`src/rtl/ps2_pkg.sv`:
```
// Shared PS/2 definitions: transmitter state encoding, frame size,
// common keyboard command bytes and the odd-parity helper.
package ps2_pkg;

  typedef enum logic [2:0] {
    IDLE,
    INHIBIT,
    REQ,
    SHIFT,
    ACK,
    WAIT_REL
  } ps2_tx_state_t;

  // Host-driven bits after the start bit: 8 data, parity, stop.
  localparam int PS2_FRAME_BITS = 10;

  localparam logic [7:0] PS2_CMD_SET_LED = 8'hED;
  localparam logic [7:0] PS2_CMD_RESET   = 8'hFF;

  // Parity bit that makes the total count of ones (data + parity) odd.
  function automatic logic odd_parity(input logic [7:0] data);
    return ~^data;
  endfunction

endpackage

```
`src/rtl/ps2_line_filter.sv`:
```
// Conditioning for one raw PS/2 line: 2-FF synchronizer, a deglitch filter
// that needs FILTER_LEN consecutive equal samples before accepting a new
// level, and a one-cycle pulse on each accepted 1->0 transition.
// The line idles high, so everything resets to the released level.
module ps2_line_filter #(
  parameter int FILTER_LEN = 4
) (
  input  logic clk,
  input  logic rst_n,
  input  logic line_in,
  output logic line_out,
  output logic fall
);

  localparam int SYNC_STAGES = 2;
  localparam int CW = (FILTER_LEN > 1) ? $clog2(FILTER_LEN) : 1;
  localparam logic [CW-1:0] CNT_LAST = CW'(FILTER_LEN - 1);

  logic [SYNC_STAGES-1:0] sync_reg;
  logic [CW-1:0]          cnt_reg;
  logic                   filt_reg;
  logic                   fall_reg;
  logic                   sync_level;

  assign sync_level = sync_reg[SYNC_STAGES-1];

  // Bring the asynchronous line into the clk domain.
  always_ff @(posedge clk or negedge rst_n) begin
    if (!rst_n) begin
      sync_reg <= '1;
    end else begin
      sync_reg <= {sync_reg[SYNC_STAGES-2:0], line_in};
    end
  end

  // Accept a new level only after it has persisted for FILTER_LEN samples;
  // any sample matching the current level restarts the count.
  always_ff @(posedge clk or negedge rst_n) begin
    if (!rst_n) begin
      cnt_reg  <= '0;
      filt_reg <= 1'b1;
      fall_reg <= 1'b0;
    end else begin
      fall_reg <= 1'b0;
      if (sync_level == filt_reg) begin
        cnt_reg <= '0;
      end else if (cnt_reg == CNT_LAST) begin
        cnt_reg  <= '0;
        filt_reg <= sync_level;
        fall_reg <= filt_reg;
      end else begin
        cnt_reg <= cnt_reg + 1'b1;
      end
    end
  end

  assign line_out = filt_reg;
  assign fall     = fall_reg;

endmodule

```
`src/rtl/ps2_host_tx.sv`:
```
// Host-to-device PS/2 transmitter. Inhibits the bus, issues request-to-send,
// shifts out data/parity/stop on device clock falls, samples the device ACK
// and reports done or err (timeout) to the command sequencer.
// Optional macro PS2_TX_ACK_CHECK_EN: a NACK (data high at the ACK fall)
// ends the transfer with err instead of done.
module ps2_host_tx
  import ps2_pkg::*;
#(
  parameter int INHIBIT_CYCLES = 5000,
  parameter int TIMEOUT_CYCLES = 1000000,
  parameter int FILTER_LEN     = 4
) (
  input  logic       clk,
  input  logic       rst_n,
  input  logic [7:0] tx_byte,
  input  logic       tx_valid,
  output logic       tx_ready,
  output logic       busy,
  output logic       done,
  output logic       err,
  input  logic       ps2_clk_in,
  input  logic       ps2_data_in,
  output logic       ps2_clk_oe,
  output logic       ps2_data_oe
);

  localparam int INH_W = $clog2(INHIBIT_CYCLES + 1);
  localparam int TO_W  = $clog2(TIMEOUT_CYCLES + 1);
  localparam logic [INH_W-1:0] INH_LAST = INH_W'(INHIBIT_CYCLES - 1);
  localparam logic [TO_W-1:0]  TO_LAST  = TO_W'(TIMEOUT_CYCLES - 1);
  localparam logic [3:0]       BIT_LAST = 4'(PS2_FRAME_BITS - 1);

  ps2_tx_state_t             state_reg, state_next;
  logic [PS2_FRAME_BITS-1:0] shift_reg, shift_next;
  logic [3:0]                bit_cnt_reg, bit_cnt_next;
  logic [INH_W-1:0]          inh_cnt_reg, inh_cnt_next;
  logic [TO_W-1:0]           to_cnt_reg, to_cnt_next;
  logic                      clk_oe_reg, clk_oe_next;
  logic                      data_oe_reg, data_oe_next;
  logic                      done_reg, done_next;
  logic                      err_reg, err_next;
`ifdef PS2_TX_ACK_CHECK_EN
  logic                      nack_reg, nack_next;
`endif

  logic clk_filt;
  logic clk_fall;
  logic data_filt;
  logic data_fall_unused;  // data edges are only needed by the receiver
  logic timeout_hit;

  ps2_line_filter #(.FILTER_LEN(FILTER_LEN)) u_clk_filter (
    .clk      (clk),
    .rst_n    (rst_n),
    .line_in  (ps2_clk_in),
    .line_out (clk_filt),
    .fall     (clk_fall)
  );

  ps2_line_filter #(.FILTER_LEN(FILTER_LEN)) u_data_filter (
    .clk      (clk),
    .rst_n    (rst_n),
    .line_in  (ps2_data_in),
    .line_out (data_filt),
    .fall     (data_fall_unused)
  );

  // The bus watchdog only runs while we wait on the device clock.
  assign timeout_hit = ((state_reg == SHIFT) || (state_reg == ACK) ||
                        (state_reg == WAIT_REL)) && (to_cnt_reg == TO_LAST);

  // State, counters and registered line drivers; reset releases both lines
  // immediately without waiting for a clock edge.
  always_ff @(posedge clk or negedge rst_n) begin
    if (!rst_n) begin
      state_reg   <= IDLE;
      shift_reg   <= '1;
      bit_cnt_reg <= '0;
      inh_cnt_reg <= '0;
      to_cnt_reg  <= '0;
      clk_oe_reg  <= 1'b0;
      data_oe_reg <= 1'b0;
      done_reg    <= 1'b0;
      err_reg     <= 1'b0;
`ifdef PS2_TX_ACK_CHECK_EN
      nack_reg    <= 1'b0;
`endif
    end else begin
      state_reg   <= state_next;
      shift_reg   <= shift_next;
      bit_cnt_reg <= bit_cnt_next;
      inh_cnt_reg <= inh_cnt_next;
      to_cnt_reg  <= to_cnt_next;
      clk_oe_reg  <= clk_oe_next;
      data_oe_reg <= data_oe_next;
      done_reg    <= done_next;
      err_reg     <= err_next;
`ifdef PS2_TX_ACK_CHECK_EN
      nack_reg    <= nack_next;
`endif
    end
  end

  // Next-state and line-drive decisions; timeout overrides everything else.
  always_comb begin
    state_next   = state_reg;
    shift_next   = shift_reg;
    bit_cnt_next = bit_cnt_reg;
    inh_cnt_next = inh_cnt_reg;
    to_cnt_next  = to_cnt_reg;
    clk_oe_next  = clk_oe_reg;
    data_oe_next = data_oe_reg;
    done_next    = 1'b0;
    err_next     = 1'b0;
`ifdef PS2_TX_ACK_CHECK_EN
    nack_next    = nack_reg;
`endif

    case (state_reg)
      IDLE: begin
        clk_oe_next  = 1'b0;
        data_oe_next = 1'b0;
        if (tx_valid) begin
          shift_next   = {1'b1, odd_parity(tx_byte), tx_byte};
          bit_cnt_next = '0;
          inh_cnt_next = '0;
          clk_oe_next  = 1'b1;
          state_next   = INHIBIT;
        end
      end
      INHIBIT: begin
        if (inh_cnt_reg == INH_LAST) begin
          clk_oe_next  = 1'b0;
          data_oe_next = 1'b1;  // start bit
          to_cnt_next  = '0;
          state_next   = REQ;
        end else begin
          inh_cnt_next = inh_cnt_reg + 1'b1;
        end
      end
      REQ: begin
        to_cnt_next = '0;
        state_next  = SHIFT;
      end
      SHIFT: begin
        to_cnt_next = to_cnt_reg + 1'b1;
        if (clk_fall) begin
          data_oe_next = ~shift_reg[bit_cnt_reg];
          bit_cnt_next = bit_cnt_reg + 1'b1;
          if (bit_cnt_reg == BIT_LAST) begin
            state_next = ACK;
          end
        end
      end
      ACK: begin
        to_cnt_next = to_cnt_reg + 1'b1;
        if (clk_fall) begin
`ifdef PS2_TX_ACK_CHECK_EN
          nack_next = data_filt;
`endif
          state_next = WAIT_REL;
        end
      end
      WAIT_REL: begin
        to_cnt_next = to_cnt_reg + 1'b1;
        if (clk_filt && data_filt) begin
`ifdef PS2_TX_ACK_CHECK_EN
          err_next  = nack_reg;
          done_next = ~nack_reg;
`else
          done_next = 1'b1;
`endif
          state_next = IDLE;
        end
      end
      default: begin
        clk_oe_next  = 1'b0;
        data_oe_next = 1'b0;
        state_next   = IDLE;
      end
    endcase

    if (timeout_hit) begin
      clk_oe_next  = 1'b0;
      data_oe_next = 1'b0;
      done_next    = 1'b0;
      err_next     = 1'b1;
      state_next   = IDLE;
    end
  end

  assign tx_ready    = (state_reg == IDLE);
  assign busy        = (state_reg != IDLE);
  assign done        = done_reg;
  assign err         = err_reg;
  assign ps2_clk_oe  = clk_oe_reg;
  assign ps2_data_oe = data_oe_reg;

endmodule

```
`config.mk`:
```
export PLATFORM = sky130hd
export DESIGN_NAME = ps2_host_tx
export DESIGN_NICKNAME = d
export VERILOG_FILES = /design/src/rtl/ps2_pkg.sv /design/src/rtl/ps2_line_filter.sv /design/src/rtl/ps2_host_tx.sv
export SDC_FILE = /design/constraint.sdc
export NUM_CORES = 1
export LEC_CHECK = 0
export ABC_AREA = 1
export CORE_MARGIN = 4
export CORE_UTILIZATION = 45
export CTS_CLUSTER_SIZE = 12
export DETAILED_ROUTE_END_ITERATION = 6
export PLACE_DENSITY = 0.69
export REMOVE_ABC_BUFFERS = 1
export SLEW_MARGIN = 0
export SYNTH_ARGS = -nofsm -noshare
export SYNTH_HDL_FRONTEND = slang
export SYNTH_SLANG_ARGS = --single-unit
```
`constraint.sdc`:
```
create_clock -name clk -period 2.3 [get_ports clk]
set_input_delay 0.345 -clock clk [delete_from_list [all_inputs] [get_ports clk]]
set_output_delay 0.345 -clock clk [all_outputs]
set_load 0.1 [all_outputs]
```
# ---- After elaboration in Yosys (flattened, before gate mapping)
# Cells that the tools add are included.
dict set report word_totals {
  ff_bits 64
  latchBits 0
  mem_bits_rw 0
  mem_bits_ro 0
  out_inout_bits 6
  mem_count 0
}
dict set report op_classes {
  n_addsub 5
  n_mul 0
  div 0
  n_lt_le_gt_ge 1
  eq_ne 24
  n_shift 0
  n_mux 36
  bitwise 3
  n_reduce_logical 22
}
# cell count
set op_table {}
lappend op_table {{20-bit one-hot mux with 3 select lines} 1}
lappend op_table {{13-bit 2-to-1 mux} 2}
lappend op_table {{13-bit one-hot mux with 2 select lines} 1}
lappend op_table {{3-bit 2-to-1 mux} 7}
lappend op_table {{20-bit by 1-bit adder with 20-bit output (second input constant)} 1}
lappend op_table {{20-bit equality test (second input constant)} 1}
lappend op_table {{20-bit 2-to-1 mux} 1}
lappend op_table {{3-bit one-hot mux with 6 select lines} 1}
lappend op_table {{3-bit by 2-bit inequality test with 1-bit output (second input constant)} 5}
lappend op_table {{13-bit by 1-bit adder with 13-bit output (second input constant)} 1}
lappend op_table {{13-bit equality test (second input constant)} 1}
lappend op_table {{1-bit 2-to-1 mux} 13}
lappend op_table {{2-bit AND reduction} 5}
lappend op_table {{3-bit AND reduction} 3}
lappend op_table {{2-bit 2-to-1 mux} 4}
lappend op_table {{4-bit 2-to-1 mux} 2}
lappend op_table {{4-bit one-hot mux with 2 select lines} 1}
lappend op_table {{8-bit XNOR reduction} 1}
lappend op_table {{3-bit by 2-bit equality test with 1-bit output (second input constant)} 2}
lappend op_table {{3-bit equality test (second input constant)} 2}
lappend op_table {{2-bit by 1-bit inequality test with 1-bit output (second input constant)} 3}
lappend op_table {{2-bit inequality test (second input constant)} 3}
lappend op_table {{1-bit one-hot mux with 3 select lines} 2}
lappend op_table {{6-bit AND reduction} 1}
lappend op_table {{17 further kinds} 27}

# ---- Logic depth before layout (Yosys ltp)
dict set report logic_depth {
  ltp_word 6
  ltp_mapped 11
  ltp_nobuf 11
}

# ---- Modules after synthesis
# Synthesis repeated with hierarchy kept, for this count alone.
dict set report unflattened {
  hier_cells 520
  area_unflattened_um2 3844.9
}
# module n_inst cells_each area_per_inst_um2
set by_module_without_submodules {}
lappend by_module_without_submodules {ps2_host_tx 1 482 3409.5}
lappend by_module_without_submodules {ps2_line_filter 2 19 217.7}

# ---- Worst setup path before layout
# OpenSTA, ideal clock, no wires.
dict set report synth_timing {
  path_type {reg-to-output}
  from {reg state_reg[1]}
  to {out busy}
  arrival_ns 2.735
  required_ns 1.955
  setup_slack_ns -0.780
  stages_incl_launch_ff 4
  cell_sequence {dfrtp_1 -> buf_2 -> nor3_2 -> inv_1}
}
dict set report synth_via {
  elab_chain_cells 1
}
# element line_no
set synth_rtl {}
lappend synth_rtl {{start, declared} ps2_host_tx.sv:33} ;# ps2_tx_state_t state_reg, state_next;
lappend synth_rtl {{start signal, assigned} ps2_host_tx.sv:89} ;# state_reg <= state_next;
lappend synth_rtl {{3-bit nonzero test} ps2_host_tx.sv:193} ;# assign busy = (state_reg != IDLE);
lappend synth_rtl {{end, declared} ps2_host_tx.sv:18} ;# output logic busy,
# Every way passes these cells.

# ---- Worst setup path after layout
dict set report layout_timing {
  from {reg state_reg[2]}
  to {out busy}
}
# The elaborated chain is that of the path after synthesis.

==> metrics.md <==
| Metric | Value |
|---|---|
| Sequential Area | `1620 sq um` |
| Largest register FFs | `20` |
| Aggregate global-route resource usage | `16.8%` |
| Critical Path Start Type | `register` |
| First-pass GRT wire length | `about 13 mm` |
| Largest net degree at the start of global routing | `65` |
| Grt total ovfl | `0` |
| Crit path buf inv count | `2` |
| # resized after CTS | `0` |
| DRT iter0 DRCs | `approximately 150` |
| Routability cong. | `0.875` |
| Row cnt | `32` |
| Most common cell after layout, fill and taps aside | `nand2_1` |
| Seq/Total Area, Yosys | `45.5%` |
| Diode count | `0` |
| Worst min path class | `in -> async` |
| Worst slew pin tran | `432 ps` |
| CTS Buffer Depth | `2` |
| Number of buffers added on ports | `18` |
| Fillers | `712` |
| Synthesis-stage register bit count | `64` |
| CP Capture Point | `busy` |
| HPWL Detailed | `5.33 mm` |
| Fin. max-slew vios | `0` |
| DP Area | `around 3900 sq um` |
| Ys Warns | `0` |
| Worst r2r src | `inh_cnt_reg[0]` |
| # clock sinks | `64` |
| Place WS | `392 ps` |
| Chip Height | `roughly 97 um` |
| LEAKAGE | `1.85 nW` |
| Syn_area_per_cell | `about 8 sq um` |
| Multi-input gate area | `1700 sq um` |
| Gate Count Post-Synth | `454` |
| Share of cells above drive strength 1 | `11.5%` |
| Reg2reg end | `to_cnt_reg[17]` |
| Area of the mapped netlist | `between 3000 and 4000 sq um` |
| Nets | `499` |
| # IOs | `19` |
| Max incr delay on CP | `490 ps` |
| Initial antenna violation count | `0` |
| Number of buffers created by CTS | `9` |
| Hold_buf cts | `0` |
| CTS tree | `done` |
| Peak Freq | `between 500 and 600 MHz` |
| Status | `complete, no violations` |
| Drt total wl | `~7.5 mm` |
| Crit path cell chain | `nor3_2, inv_1, buf_4` |
| Max Cap Viol | `0` |
| VDD IR max | `around 0.80 mV` |
| Die Span X | `97 um` |
| Number of global-route vias before repair | `2952` |
| Initial Util | `46.1%` |
| Setup-failing EPs final | `0` |
| Routed vias | `3013` |
| Instance count on the critical path | `3` |
| Critical path class | `reg -> out` |
| Total Die Area | `9410 sq um` |
| PD cells | `~880 nW/um^2` |
| Leading area contributor after synthesis | `dfrtp_1` |
| CP max-delay cell | `dfrtp_1` |
| DR DRC count | `0` |
| Final instance area | `4080 sq um` |
| Commonest non-fill, non-tap cells in the layout | `nand2_1 (115), inv_1 (54), dfrtp_1 (49)` |
| CTS clk-pin slew, worst paths | `80 ps` |
| Critical path arrival | `approximately 1600 ps` |
| Hold_ws | `a little under 9 ps` |
| Worst Slack Setup Final | `329 ps` |
| Crit-path leading delay family | `flip-flops` |
| Core area | `7730 sq um` |
| Setup bufs post-CTS | `0` |
| RSZ-0062 raised after global routing | `no` |
| Final min period | `1970 ps` |
| H-tree depth | `3` |
| CP Data Required Time | `~2000 ps` |
| Reg-to-reg slack, setup | `360 ps` |
| Final Power | `3.58 mW` |
| Tcrit/Tclk final | `85.7%` |
| Max Fanout on Critical Path | `7` |
| Final Hold Viols | `0` |
| Yosys top cell area share | `34.4%` |
| Clock skew | `around 13 ps` |
| 1st-pass router iterations | `4` |
| Clk_lat worst skew | `~340 ps` |
| Wire length per cell | `~13 um` |
| Crit. End Element | `output pin` |
| Synth area leaders | `dfrtp_1 (34%), nand2_1 (12%), dfstp_2 (11%), nand3_1 (6.0%), inv_1 (5.7%)` |
| Distinct cell type count after synthesis | `35` |
| Antenna-violating nets left | `0` |
| Worst Setup SP | `state_reg[2]` |
| Slew HR | `71.0%` |
| Syn-to-layout area delta | `14.5%` |
| Root Driver | `clkbuf_8` |
| Via density | `5.13` |
| R2R depth | `9` |
logic make-up (layout without fill, tap and decap cells):
group                      after synthesis  count (layout)  synth area share (%)
buffers and inverters                   63              94                  6.88
and+or+nand+nor                        245             245                  31.6
adders and majority gates                6               6                  2.11
DFF                                     64              64                  45.5
xor gates and xnor gates                19              19                  4.67
muxes                                    2               2                 0.632
AOI/OAI and AO/OA                       55              55                  8.70
cells in the mapped netlist, drive strengths merged:
library cell  number
dfstp             15
mux2               2
o21ai             31
clkbuf             1
a32o               1
dfrtp             49
inv               57
a31oi              1
o211ai             2
nand3b             5
nor2              46
a22o               1
nor3              20
o32ai              3
xnor2              9
nand2            119
nand4             11
ha                 6
xor2              10
a21oi             12
nand3             44
buf                5
o22ai              4
stage by stage:
step / TNS [ps] / instances / util (%)
after CTS: 0 / 587 / 52.8
after detailed placement: 0 / 571 / 50.1
final: 0 / 587 / 52.8
after floorplan: -7810 / 448 / -
after global routing: 0 / 587 / 52.8
after global placement: 0 / 571 / 50.1
routing by layer:
metal  wire length (um)  global-route usage [%]
met5                  0                       0
met4                121                    7.24
met3                314                    3.17
met2               3400                    25.7
met1               3610                    23.2
area by class of cell:
type	instances	area share, %
multi-input combinational	327	41.6
sequential	64	39.7
inverter	57	5.24
timing repair buffer	21	5.09
clock buffer	10	3.13
tap	102	3.13
clock inverter	6	2.08
power breakdown:
group          leakage (nW)  switching (mW)  internal (mW)
combinational         0.915           0.706          0.327
clock                 0.102           0.440          0.606
sequential            0.828           0.126           1.38
worst reg2reg max path, stage by stage (launching register included):
cell and delay, ps:
dfrtp_1 440, ha_1 290, nand2_1 70, nor2_1 220
nand4_4 210, nand2_4 230, nand2_1 140, o21ai_1 130
nand2_1 60, nor2_1 80
worst min-delay path by stage:
stage	startpoint	end	slack, ps	cells after the start
2_1_floorplan	rst_n	bit_cnt_reg[0]	50	0
5_1_grt	rst_n	to_cnt_reg[6]	30	2
3_3_place_gp	u_clk_filter.sync_reg[0]	u_clk_filter.sync_reg[1]	350	0
4_1_cts	rst_n	inh_cnt_reg[0]	10	2
6_report	rst_n	to_cnt_reg[6]	9	2
3_5_place_dp	u_clk_filter.sync_reg[0]	u_clk_filter.sync_reg[1]	350	0
No activity file was read; power rests on OpenSTA's default activity.
